==> config.mk <==
export PLATFORM = sky130hd
export DESIGN_NAME = wordle_guess_scorer
export DESIGN_NICKNAME = d
export VERILOG_FILES = /design/src/rtl/wordle_pkg.sv /design/src/rtl/wordle_tile_regfile.sv /design/src/rtl/wordle_guess_scorer.sv
export SDC_FILE = /design/constraint.sdc
export NUM_CORES = 1
export LEC_CHECK = 0
export BUFFER_PORTS_ARGS = -buffer_cell sky130_fd_sc_hd__buf_2
export CORE_MARGIN = 10
export CORE_UTILIZATION = 60
export CTS_CLUSTER_SIZE = 24
export DETAILED_ROUTE_END_ITERATION = 6
export GPL_TIMING_DRIVEN = 0
export PLACE_DENSITY = 0.81
export SKIP_CTS_REPAIR_TIMING = 1
export SYNTH_ARGS = -nofsm -noshare
export SYNTH_HDL_FRONTEND = slang
export SYNTH_SLANG_ARGS = --single-unit
==> constraint.sdc <==
create_clock -name Clk -period 6.73 [get_ports Clk]
set_input_delay 0.673 -clock Clk [delete_from_list [all_inputs] [get_ports Clk]]
set_output_delay 0.673 -clock Clk [all_outputs]
set_load 0.1 [all_outputs]
==> src/rtl/wordle_pkg.sv <==
// Shared constants for the Wordle scorer: tile colors, FSM states, size defaults.
package wordle_pkg;

  localparam int DEF_ROWS     = 6;
  localparam int DEF_COLS     = 5;
  localparam int DEF_LETTER_W = 8;

  // Tile colors as {R,G,B}
  localparam logic [2:0] BLANK  = 3'b000;
  localparam logic [2:0] GREEN  = 3'b010;
  localparam logic [2:0] YELLOW = 3'b110;
  localparam logic [2:0] ABSENT = 3'b111;

  typedef enum logic [1:0] {IDLE, MARK, SCAN, COMMIT} state_t;

endpackage

==> src/rtl/wordle_tile_regfile.sv <==
// ROWS x COLS tile-color storage: one row-wide write port, global clear,
// registered single read port (old data on a same-edge read/write).
module wordle_tile_regfile
  import wordle_pkg::*;
#(
  parameter int ROWS = DEF_ROWS,
  parameter int COLS = DEF_COLS
) (
  input  logic              Clk,
  input  logic              reset,
  input  logic              clear,
  input  logic              wr_en,
  input  logic [2:0]        wr_row,
  input  logic [COLS*3-1:0] wr_data,
  input  logic [2:0]        rd_row,
  input  logic [2:0]        rd_col,
  output logic [2:0]        rd_color
);

  logic [2:0] tile [ROWS][COLS];

  always_ff @(posedge Clk or negedge reset) begin
    if (!reset) begin
      for (int r = 0; r < ROWS; r++)
        for (int c = 0; c < COLS; c++)
          tile[r][c] <= BLANK;
      rd_color <= BLANK;
    end else begin
      // Clear takes priority over a coincident row write.
      if (clear) begin
        for (int r = 0; r < ROWS; r++)
          for (int c = 0; c < COLS; c++)
            tile[r][c] <= BLANK;
      end else if (wr_en && int'(wr_row) < ROWS) begin
        for (int c = 0; c < COLS; c++)
          tile[wr_row][c] <= wr_data[(COLS-1-c)*3 +: 3];
      end
      if (int'(rd_row) < ROWS && int'(rd_col) < COLS)
        rd_color <= tile[rd_row][rd_col];
      else
        rd_color <= BLANK;
    end
  end

endmodule

==> src/rtl/wordle_guess_scorer.sv <==
// Sequential Wordle scorer: MARK greens, SCAN one column per cycle for yellows,
// COMMIT the row. WORDLE_SCORE_DUPLICATES_EN selects duplicate-aware scoring.
module wordle_guess_scorer
  import wordle_pkg::*;
#(
  parameter int ROWS     = DEF_ROWS,
  parameter int COLS     = DEF_COLS,
  parameter int LETTER_W = DEF_LETTER_W
) (
  input  logic                     Clk,
  input  logic                     reset,
  input  logic                     guess_valid,
  output logic                     guess_ready,
  input  logic [COLS*LETTER_W-1:0] guess,
  input  logic [COLS*LETTER_W-1:0] target,
  input  logic [2:0]               row_sel,
  input  logic                     clear,
  input  logic [2:0]               rd_row,
  input  logic [2:0]               rd_col,
  output logic [2:0]               rd_color,
  output logic                     done,
  output logic                     win
);

`ifdef WORDLE_SCORE_DUPLICATES_EN
  localparam bit DUP_EN = 1'b1;
`else
  localparam bit DUP_EN = 1'b0;
`endif

  state_t                  state;
  logic [COLS*LETTER_W-1:0] guess_reg, target_reg;
  logic [2:0]              row_reg, scan_idx, hit_idx;
  logic [COLS-1:0]         used;
  logic [2:0]              color [COLS];
  logic [LETTER_W-1:0]     g_l [COLS];
  logic [LETTER_W-1:0]     t_l [COLS];
  logic [COLS*3-1:0]       wr_data;
  logic                    hit, all_green;

  for (genvar gi = 0; gi < COLS; gi++) begin : g_unpack
    assign g_l[gi] = guess_reg[(COLS-1-gi)*LETTER_W +: LETTER_W];
    assign t_l[gi] = target_reg[(COLS-1-gi)*LETTER_W +: LETTER_W];
    assign wr_data[(COLS-1-gi)*3 +: 3] = color[gi];
  end

  // Descending sweep leaves the lowest eligible target position in hit_idx.
  always_comb begin
    hit     = 1'b0;
    hit_idx = '0;
    for (int j = COLS-1; j >= 0; j--) begin
      if (t_l[j] == g_l[scan_idx] && (!DUP_EN || !used[j])) begin
        hit     = 1'b1;
        hit_idx = 3'(j);
      end
    end
  end

  always_comb begin
    all_green = 1'b1;
    for (int c = 0; c < COLS; c++)
      if (color[c] != GREEN) all_green = 1'b0;
  end

  assign guess_ready = (state == IDLE);

  always_ff @(posedge Clk or negedge reset) begin
    if (!reset) begin
      state      <= IDLE;
      guess_reg  <= '0;
      target_reg <= '0;
      row_reg    <= '0;
      scan_idx   <= '0;
      used       <= '0;
      for (int c = 0; c < COLS; c++) color[c] <= BLANK;
      done       <= 1'b0;
      win        <= 1'b0;
    end else begin
      done <= 1'b0;
      win  <= 1'b0;
      unique case (state)
        IDLE: begin
          if (guess_valid) begin
            guess_reg  <= guess;
            target_reg <= target;
            row_reg    <= row_sel;
            state      <= MARK;
          end
        end
        MARK: begin
          for (int c = 0; c < COLS; c++) begin
            if (g_l[c] == t_l[c]) begin
              color[c] <= GREEN;
              used[c]  <= 1'b1;
            end else begin
              color[c] <= ABSENT;
              used[c]  <= 1'b0;
            end
          end
          scan_idx <= '0;
          state    <= SCAN;
        end
        SCAN: begin
          if (color[scan_idx] != GREEN && hit) begin
            color[scan_idx] <= YELLOW;
            used[hit_idx]   <= 1'b1;
          end
          if (scan_idx == 3'(COLS-1)) state <= COMMIT;
          else scan_idx <= scan_idx + 3'd1;
        end
        COMMIT: begin
          done  <= 1'b1;
          win   <= all_green;
          state <= IDLE;
        end
        default: state <= IDLE;
      endcase
    end
  end

  wordle_tile_regfile #(.ROWS(ROWS), .COLS(COLS)) u_tiles (
    .Clk      (Clk),
    .reset    (reset),
    .clear    (clear),
    .wr_en    (state == COMMIT),
    .wr_row   (row_reg),
    .wr_data  (wr_data),
    .rd_row   (rd_row),
    .rd_col   (rd_col),
    .rd_color (rd_color)
  );

endmodule
# Yosys cells after proc, flatten, opt, wreduce, memory -nomap -nowiden

Index checks and enable logic that the tools add are counted.

$add $sub $neg: 1
Magnitude comparators: 9
Equality and inequality tests: 24
Multiplexer cells: 56
Bitwise logic cells: 7
Reduce and logical (&&, ||, !) cells: 12

Operator list:

| kind                 | count |
|---|---|
| $bwmux W90           | 5 |
| $demux W15 S3        | 5 |
| $mux W90             | 2 |
| $eq A8 B8 Y1         | 10 |
| $mux W15             | 4 |
| $bmux W15 S3         | 1 |
| $mux W3              | 13 |
| $pmux W15 S2         | 1 |
| $bmux W8 S3          | 1 |
| $bmux W3 S3          | 2 |
| $ne A3 B2 Y1 const B | 6 |
| $ge A4 B4 Y1 const B | 4 |
| $mux W8              | 2 |
| $not A3 Y4           | 4 |
| $mux W1              | 12 |
| $mux W12             | 1 |
| $or A10 B10 Y10      | 1 |
| $demux W3 S3         | 1 |
| $lt A3 B3 Y1 const B | 3 |
| $mux W9              | 1 |
| $lt A4 B1 Y1 const B | 2 |
| $ne A2 B2 Y1 const B | 4 |
| $pmux W2 S4          | 1 |
| $reduce_and A2 Y1    | 4 |
| 12 further kinds     | 19 |

Bits in registers: 198
Input bits: 93
Output and inout port bits: 6
Word-level logic and storage cells: 152

# Depth between registers and ports, before layout

Gate-level depths: netlist (run 1).

Depth after elaboration: 13
Gate-level depth with buffers: 11
Mapped depth without buffers: 8

# Modules after synthesis

A second synthesis (run 1) with hierarchy kept.

Cells, all modules: 1002
Area total of the unflattened synthesis: 10405.0 sq um

Modules (own cells, without submodules):

| module              | instances | cells each | area each (sq um) | seq. area each (sq um) |
|---|---|---|---|---|
| wordle_guess_scorer | 1         | 507        | 5835.6            | 2627.5 |
| wordle_tile_regfile | 1         | 495        | 4569.4            | 2327.2 |

# Worst setup path before layout (run 1)

OpenSTA, ideal clock, no wires.

Path type: flip-flop to flip-flop
From: register scan_idx[0]
To: register color[0] (netlist bit)
Setup time: 121 ps
Arrival time: 2330 ps
Data required time: 6609 ps
Slack: 4279 ps
Stages on the path, launching flop included: 10
Buffers on the path: 1
Clock period less this slack: 2451 ps
Cell sequence: dfrtp_1 -> or2_2 -> clkbuf_2 -> o221ai_2 -> xor2_1 -> a2111oi_1 -> a22oi_1 -> nand4_4 -> nand3_2 -> a22o_1

Longest elaborated chain between the ends: 13
Elaborated cells on any way between the ends: 30
Classes of those cells: order compare (2); eq/ne (7); mux (15); bitwise (3); reduce/logical (3)

RTL lines:

| what                                       | line                                                                              | source |
|---|---|---|
| start, declared                            | wordle_guess_scorer.sv:33                                                         | `logic [2:0] row_reg, scan_idx, hit_idx;` |
| start signal, assigned                     | wordle_guess_scorer.sv:109                                                        | `else scan_idx <= scan_idx + 3'd1;` |
| $not A3 Y4 (not written as such) (*)       | wordle_guess_scorer.sv:52, wordle_guess_scorer.sv:104, wordle_guess_scorer.sv:105 |  |
| $bmux W8 S3                                | wordle_guess_scorer.sv:52                                                         | `if (t_l[j] == g_l[scan_idx] && (!DUP_EN \|\| !used[j])) begin` |
| $mux W8 (not written as such) (2 in a row) | wordle_guess_scorer.sv:52                                                         |  |
| $eq A8 B8 Y1                               | wordle_guess_scorer.sv:52                                                         |  |
| $mux W1 (5 in a row)                       | wordle_guess_scorer.sv:52                                                         |  |
| $logic_and A1 B1 Y1                        | wordle_guess_scorer.sv:104                                                        | `if (color[scan_idx] != GREEN && hit) begin` |
| $ne A2 B2 Y1 (no source line)              | -                                                                                 |  |
| $reduce_and A2 Y1 (no source line)         | -                                                                                 |  |
| end signal, assigned by index              | wordle_guess_scorer.sv:93                                                         | `color[c] <= GREEN;` |
| end signal, assigned by index              | wordle_guess_scorer.sv:96                                                         | `color[c] <= ABSENT;` |
| end signal, assigned by index              | wordle_guess_scorer.sv:105                                                        | `color[scan_idx] <= YELLOW;` |
| end, declared                              | wordle_guess_scorer.sv:35                                                         | `logic [2:0] color [COLS];` |

Mark *: on every way between the ends. The rest lies on a longest branch, timed or not. The select of a mux whose other input is x is not followed.
A chain may end at the register's enable or synchronous reset.

# Final worst setup path (run 1)

From: register scan_idx[2]
To: register color[12] (netlist bit)

Same word-level chain as after synthesis.

==> flow_summary.json, run 1 <==
{
  "status": "finished, final reports clean",
  "worst_pin_slew_ns": 0.917,
  "synth.distinct_cells": 71,
  "drcViolationCount": 0,
  "critPathCaptureType": "flop",
  "cts_tree": "built",
  "fmax_ghz": 0.298,
  "p_int_mw": 3.12,
  "ff2ff_setup_slack_ns": 3.38,
  "io_pins": 99,
  "use_met2_pct": 43.2,
  "pwr-share-comb_pct": 42.4,
  "synthXorXnorAreaFrac_pct": 4.26,
  "cp-start-kind": "flop",
  "start_util_pct": 60.8,
  "grt_use_met1_pct": 29.6,
  "cpPeakStageDelay_ns": 0.71,
  "synth.area.top_cells": "dfrtp_1 47%, mux2_2 9.4%, nand2_1 7.3%",
  "syn-cell-area_um2": 10500,
  "cts_buffers": 17,
  "cts_buffer_depth": 2,
  "io_buffers": 94,
  "htree_num_levels": 4,
  "r2r-start": "scan_idx[2]",
  "final_net_count": 1243,
  "final_cell_mix": "205 x nand2_1, 198 x dfrtp_1, 115 x a21oi_1",
  "hp-class": "input pin to asynchronous set/reset pin",
  "clkPwrFrac_pct": 20.2,
  "r2r_cells": 9,
  "finalCriticalPeriod_ns": 3.35,
  "setup_ws_ns": 3.38,
  "first_global_vias": 9040,
  "fill_cells": 1282,
  "relSlewSlack_pct": 38.9,
  "rsz0062_at_grt": "false",
  "clock-sinks": 198,
  "layout_commonest_cell": "nand2_1",
  "setup_tns_ns": 0,
  "wl_per_cell_um": 21.6,
  "num_vias": 8742,
  "critPathKind": "flop to flop",
  "place_inst": 1350,
  "cp_slowest_cell": "a2111oi_0",
  "grt_max_degree": 106,
  "hold_viol": 0,
  "path_delay_family": "compound AO/OA/AOI/OAI gates",
  "regMostFlops": "u_tiles.tile",
  "p_per_area_nw_per_um2": 444,
  "num_antenna_cells": 0,
  "grt_usage_pct": 25.4,
  "clk_latency_ns": 0.45,
  "die-height_um": 152,
  "grt_overflow": 0,
  "use_met3_pct": 5.90,
  "area_growth_pct": 13.3,
  "yosys.area_share.simple_pct": 14.4,
  "drive_gt1_share_pct": 22.2,
  "synth_top_family_by_area": "multiplexers",
  "yosysTopAreaCellShare_pct": 47.3,
  "clockRootBuffer": "clkbuf_16",
  "dieWidth_um": 152,
  "pre_cts_ws_ns": 3.54,
  "synth_flop_cell": "dfrtp_1",
  "drtIter0Drc": 849,
  "synth_fa_ha_area_share_pct": 0.717,
  "largest_reg_flops": 90,
  "ys_seq_elements": 198,
  "synth_compound_area_share_pct": 14.4,
  "critPathMaxFanout": 10,
  "switching_share_pct": 40.9,
  "slew_viol_final": 0,
  "worstPathCellList": "buf_2, mux2i_1, o221ai_2, xor2_1, a2111oi_0, a22oi_1, nand4_4, nand3_1, a21o_1",
  "antenna_found_initial": 0,
  "leakagePower_nw": 4.99,
  "synthArstFlopShare_pct": 100,
  "synth.largest_area_cell": "dfrtp_1",
  "vdd_drop_max_mv": 0.288,
  "worstPathRequired_ns": 7.06,
  "grt_pass1_wl_mm": 47.9,
  "num_rows": 48,
  "wirelength_mm": 29.8,
  "critPathBufInv": 1,
  "p_switching_mw": 2.16,
  "syn-mean-instance-area_um2": 10.2,
  "place_congestion": 0.969,
  "synth_mux_area_share_pct": 15.5,
  "finalCritPeriodShare_pct": 49.8,
  "synth_edf_count": 0,
  "seq_power_share_pct": 37.4,
  "firstDrtPassIters": 5,
  "die_area_um2": 23100,
  "synth_nets": 1129,
  "drt-vias-per-instance": 6.33,
  "r2r-end": "color[12]",
  "dp_hpwl_mm": 21.6,
  "design.core.area_um2": 17200,
  "antenna_left": 0,
  "fin_cells": 1382,
  "drv_cap": 0,
  "startpoint": "scan_idx[2]",
  "ys_warn_count": 0,
  "clk_pin_slew_ns": 0.08,
  "finalSetupViolations": 0,
  "fin_skew_ns": 0.0101,
  "ys_seq_area_share_pct": 47.3,
  "top_usage_layer": "met2",
  "critical_path_arrival_ns": 3.69,
  "synthCells": 1030
}
==> per-layer routing <==
| layer | part of all wire (%) | vias up |
|---|---|---|
| met5 | 0 | - |
| met4 | 3.6 | 0 |
| met3 | 8.2 | 91 |
| met2 | 51 | 486 |
| met1 | 37 | 4264 |
| li1 | - | 3901 |
==> power by group through the flow <==
| stage | logic [mW] | clock network, mW | registers (mW) |
|---|---|---|---|
| after floorplan | 1.67 | 0 | 1.85 |
| after global placement | 2.12 | 0 | 1.96 |
| after detailed placement | 2.18 | 0 | 1.98 |
| after CTS | 2.20 | 1.06 | 1.96 |
| after global routing | 2.43 | 1.12 | 2.01 |
| final | 2.24 | 1.06 | 1.97 |
==> cell type report <==
cell class,instances,area [µm²],area share (%)
clock buffer,21,470,3.96
tap,225,282,2.37
clock inverter,11,138,1.16
inverter,14,52.6,0.443
multi-input combinational,746,5160,43.4
buffer,72,312,2.62
timing repair buffer,95,508,4.28
sequential,198,4950,41.7
==> cells in the mapped netlist (all sizes together), types with 3 or more instances <==
library cell / instances
mux2: 88
a22o: 5
nand2b: 10
nor3: 4
and3: 7
and3b: 3
a2bb2oi: 5
buf: 16
o32ai: 3
a211oi: 4
o22ai: 4
nor2b: 17
inv: 14
nand4: 6
ha: 6
a31oi: 3
dfrtp: 198
nand2: 205
a2111oi: 8
mux4: 10
or3: 10
nor4: 10
nor2: 25
nand3: 9
or2: 4
mux2i: 40
a221oi: 26
o221ai: 5
nor3b: 3
clkbuf: 56
o21ai: 23
a21oi: 115
xnor2: 13
xor2: 38
a32o: 11
==> worst reg2reg max path, delay by kind of cell, from the launching register on <==
| kind | cells | cell delay, ns |
|---|---|---|
| AOI/OAI and AO/OA | 4 | 1.50 |
| muxes | 1 | 0.43 |
| DFF | 1 | 0.42 |
| and+or+nand+nor | 2 | 0.37 |
| buffers and inverters | 1 | 0.31 |
| xor gates and xnor gates | 1 | 0.21 |
==> cell families after synthesis <==
logic type / Yosys count
compound gates: 227
xor+xnor: 51
fa+ha+maj: 6
buf+inv: 86
flops: 198
mux: 138
simple gates: 324
==> how the worst max path moves through the flow <==
stage	endpoint	slack [ns]	cells past startpoint
3_3_place_gp	g_l[35]	1.75	1
3_5_place_dp	color[12]	3.54	9
4_1_cts	color[12]	3.51	9
2_1_floorplan	color[0]	4.28	9
5_1_grt	color[12]	3.25	9
6_report	color[12]	3.38	9
==> per-stage QoR <==
step | hold WS [ns] | cell area, µm² | util (%) | power (mW)
floorplan | 0.377 | 10500 | - | 3.52
global placement | 0.506 | 11200 | 65.1 | 4.08
detailed placement | 0.514 | 11300 | 65.4 | 4.16
CTS | 0.273 | 11900 | 68.9 | 5.23
global route | 0.267 | 11900 | 68.9 | 5.56
finish | 0.210 | 11900 | 68.9 | 5.28
Note: power is estimated with default switching activity, not from simulation.
==> run 2: changes to the inputs <==
- ABC_AREA: not set -> 1
- clock period: 6.73 -> 3.44 ns (I/O delays scaled with it)
==> flow_summary.json, run 2 <==
{
  "status": "finished, final reports clean",
  "num_rows": 47,
  "fin_cells": 1534,
  "path_delay_family": "simple AND/OR/NAND/NOR gates",
  "dp_hpwl_mm": 22.5,
  "critPathMaxFanout": 10,
  "critical_path_arrival_ns": 3.21,
  "wl_per_cell_um": 20.4,
  "placed_area_um2": 10800,
  "rsz0062_at_grt": "false",
  "cp_slowest_cell": "nor2_2",
  "cts_tree": "built",
  "cpPeakStageDelay_ns": 0.44,
  "drt-vias-per-instance": 6.05,
  "critPathBufInv": 2,
  "synth.largest_area_cell": "dfrtp_1",
  "ys_warn_count": 0,
  "synth_mux_area_share_pct": 4.37,
  "num_antenna_cells": 0,
  "r2r-start": "scan_idx[1]",
  "hp-class": "input pin to flop",
  "crit_path_frequent_cell": "nand2_1",
  "drtIter0Drc": 1146,
  "drive_gt1_share_pct": 14.9,
  "antenna_found_initial": 0,
  "die-height_um": 149,
  "grt_max_degree": 118,
  "synth_nets": 1285,
  "worstHoldStart": "guess[13]",
  "synth_fa_ha_area_share_pct": 0.748,
  "synth.distinct_cells": 35,
  "drv_cap": 0,
  "start_util_pct": 61.0,
  "place_congestion": 0.991,
  "clk_latency_ns": 0.44,
  "yosysMostFrequentCell": "nand2_1",
  "cts_buffers": 17,
  "pre_cts_ws_ns": 0.706,
  "syn-mean-instance-area_um2": 8.47,
  "worstPathCellList": "buf_6, nor2_2, nand3_1, nand2_1, nor2_2, nand2_1, nand2_1, nand2_1, nor2_1, nand2_1, nand2_1, o21bai_2, nand2_2, buf_6, nand2_1, nand2_1",
  "synth_compound_area_share_pct": 15.3,
  "die_area_um2": 22300,
  "first_global_vias": 9201,
  "firstDrtPassIters": 5,
  "ff2ff_setup_slack_ns": 0.56,
  "dieWidth_um": 149,
  "final_core_util_pct": 69.5,
  "finalSetupViolations": 0,
  "startpoint": "scan_idx[1]",
  "worst_pin_slew_ns": 0.901,
  "num_vias": 9274,
  "grt_usage_pct": 28.0,
  "synthXorXnorAreaFrac_pct": 4.19,
  "synth_commonest_cells": "211 x nand2_1, 198 x dfrtp_1, 127 x o21ai_0",
  "io_buffers": 96,
  "synthCells": 1186,
  "setup_ws_ns": 0.558,
  "finalCriticalPeriod_ns": 2.88,
  "p_per_area_nw_per_um2": 878,
  "htree_num_levels": 4,
  "vdd_drop_max_mv": 0.552,
  "ys_seq_elements": 198,
  "grt_pass1_wl_mm": 48.9,
  "hold_viol": 0,
  "slew_viol_final": 0,
  "synth_edf_count": 0,
  "hold_depth": 2,
  "grt_overflow": 0,
  "relSlewSlack_pct": 39.2,
  "crit_cells": 16,
  "r2r_cells": 16,
  "antenna_left": 0,
  "total_power_mw": 10.1,
  "fin_hold_ws_ns": 0.127,
  "clock-sinks": 198,
  "syn-cell-area_um2": 10000,
  "fmax_ghz": 0.347,
  "ys_seq_area_share_pct": 49.4,
  "cts_buffer_depth": 2,
  "final_net_count": 1402,
  "synth_top_family_by_area": "simple AND/OR/NAND/NOR gates",
  "stdcell_area_um2": 11400,
  "leakagePower_nw": 5.39,
  "fin_skew_ns": 0.0113,
  "synth_flop_cell": "dfrtp_1",
  "drcViolationCount": 0,
  "final_cell_mix": "211 x nand2_1, 198 x dfrtp_1, 127 x o21ai_0",
  "place_inst": 1503,
  "clk_pin_slew_ns": 0.07,
  "worstPathRequired_ns": 3.77,
  "largest_reg_flops": 90,
  "synth.area.top_cells": "dfrtp_1 49%, nand2_1 7.9%, o21ai_0 6.3%",
  "yosys.area_share.simple_pct": 19.1,
  "io_pins": 99,
  "wirelength_mm": 31.2,
  "area_growth_pct": 14.0,
  "critPathCaptureType": "flop",
  "design.core.area_um2": 16500,
  "layout_commonest_cell": "nand2_1",
  "setup_tns_ns": 0,
  "clockRootBuffer": "clkbuf_16",
  "synthArstFlopShare_pct": 100,
  "regMostFlops": "u_tiles.tile",
  "yosysTopAreaCellShare_pct": 49.4,
  "critPathKind": "flop to flop",
  "cp-start-kind": "flop",
  "finalCritPeriodShare_pct": 83.8
}
run 2: changes by cell type after synthesis, sizes merged, moves of 16 or more:
cell	previous run	this run
mux2i	40	0
o21ai	23	127
a221oi	26	1
o22ai	4	38
mux2	88	39
nand3	9	90
a21oi	115	98
inv	14	109
nand4	6	22
nor2b	17	0
nor2	25	94
run 2: worst register-to-register path, delay by kind of cell (launching register included):
| kind | cells | cell delay (ns) |
|---|---|---|
| AOI/OAI and AO/OA | 1 | 0.22 |
| DFF | 1 | 0.40 |
| buffers and inverters | 2 | 0.33 |
| and+or+nand+nor | 13 | 1.82 |
run 2: where the power goes:
| part | internal (mW) | leakage, nW | total [mW] | switching (mW) |
|---|---|---|---|---|
| Clock | 1.18 | 0.288 | 2.09 | 0.909 |
| Sequential | 3.00 | 2.48 | 3.65 | 0.653 |
| Combinational | 1.49 | 2.62 | 4.32 | 2.82 |
run 2: kinds of logic (layout without fill, tap and decap cells):
family	Yosys count	after routing
XOR/XNOR	48	48
multiplexers	39	39
flip-flops	198	198
adder cells (fa/ha/maj)	6	6
buffers and inverters	173	301
AND/OR/NAND/NOR	438	438
AO/OA/AOI/OAI	284	284
run 2: final cells by class:
cell class / instances / area (µm²)
timing repair buffer: 98 / 528
inverter: 111 / 417
clock buffer: 19 / 453
multi-input combinational: 815 / 4390
sequential: 198 / 4950
fill: 1351 / 5020
buffer: 62 / 274
clock inverter: 11 / 149
tap: 220 / 275
run 2: per-layer routing:
layer | track usage [%] | vias up | wire, µm
met5 | 0 | - | 0
met1 | 34.2 | 4369 | 11900
met3 | 6.13 | 127 | 2770
li1 | - | 4214 | -
met4 | 15.7 | 0 | 1780
met2 | 45.1 | 564 | 14800
run 2: final timing paths:
kind                                    to
max in group asynchronous          t_l[18]
max                               color[7]
max reg2reg                       color[7]
min reg2reg                       color[4]
min                                g_l[13]
min in group asynchronous  u_tiles.tile[0]
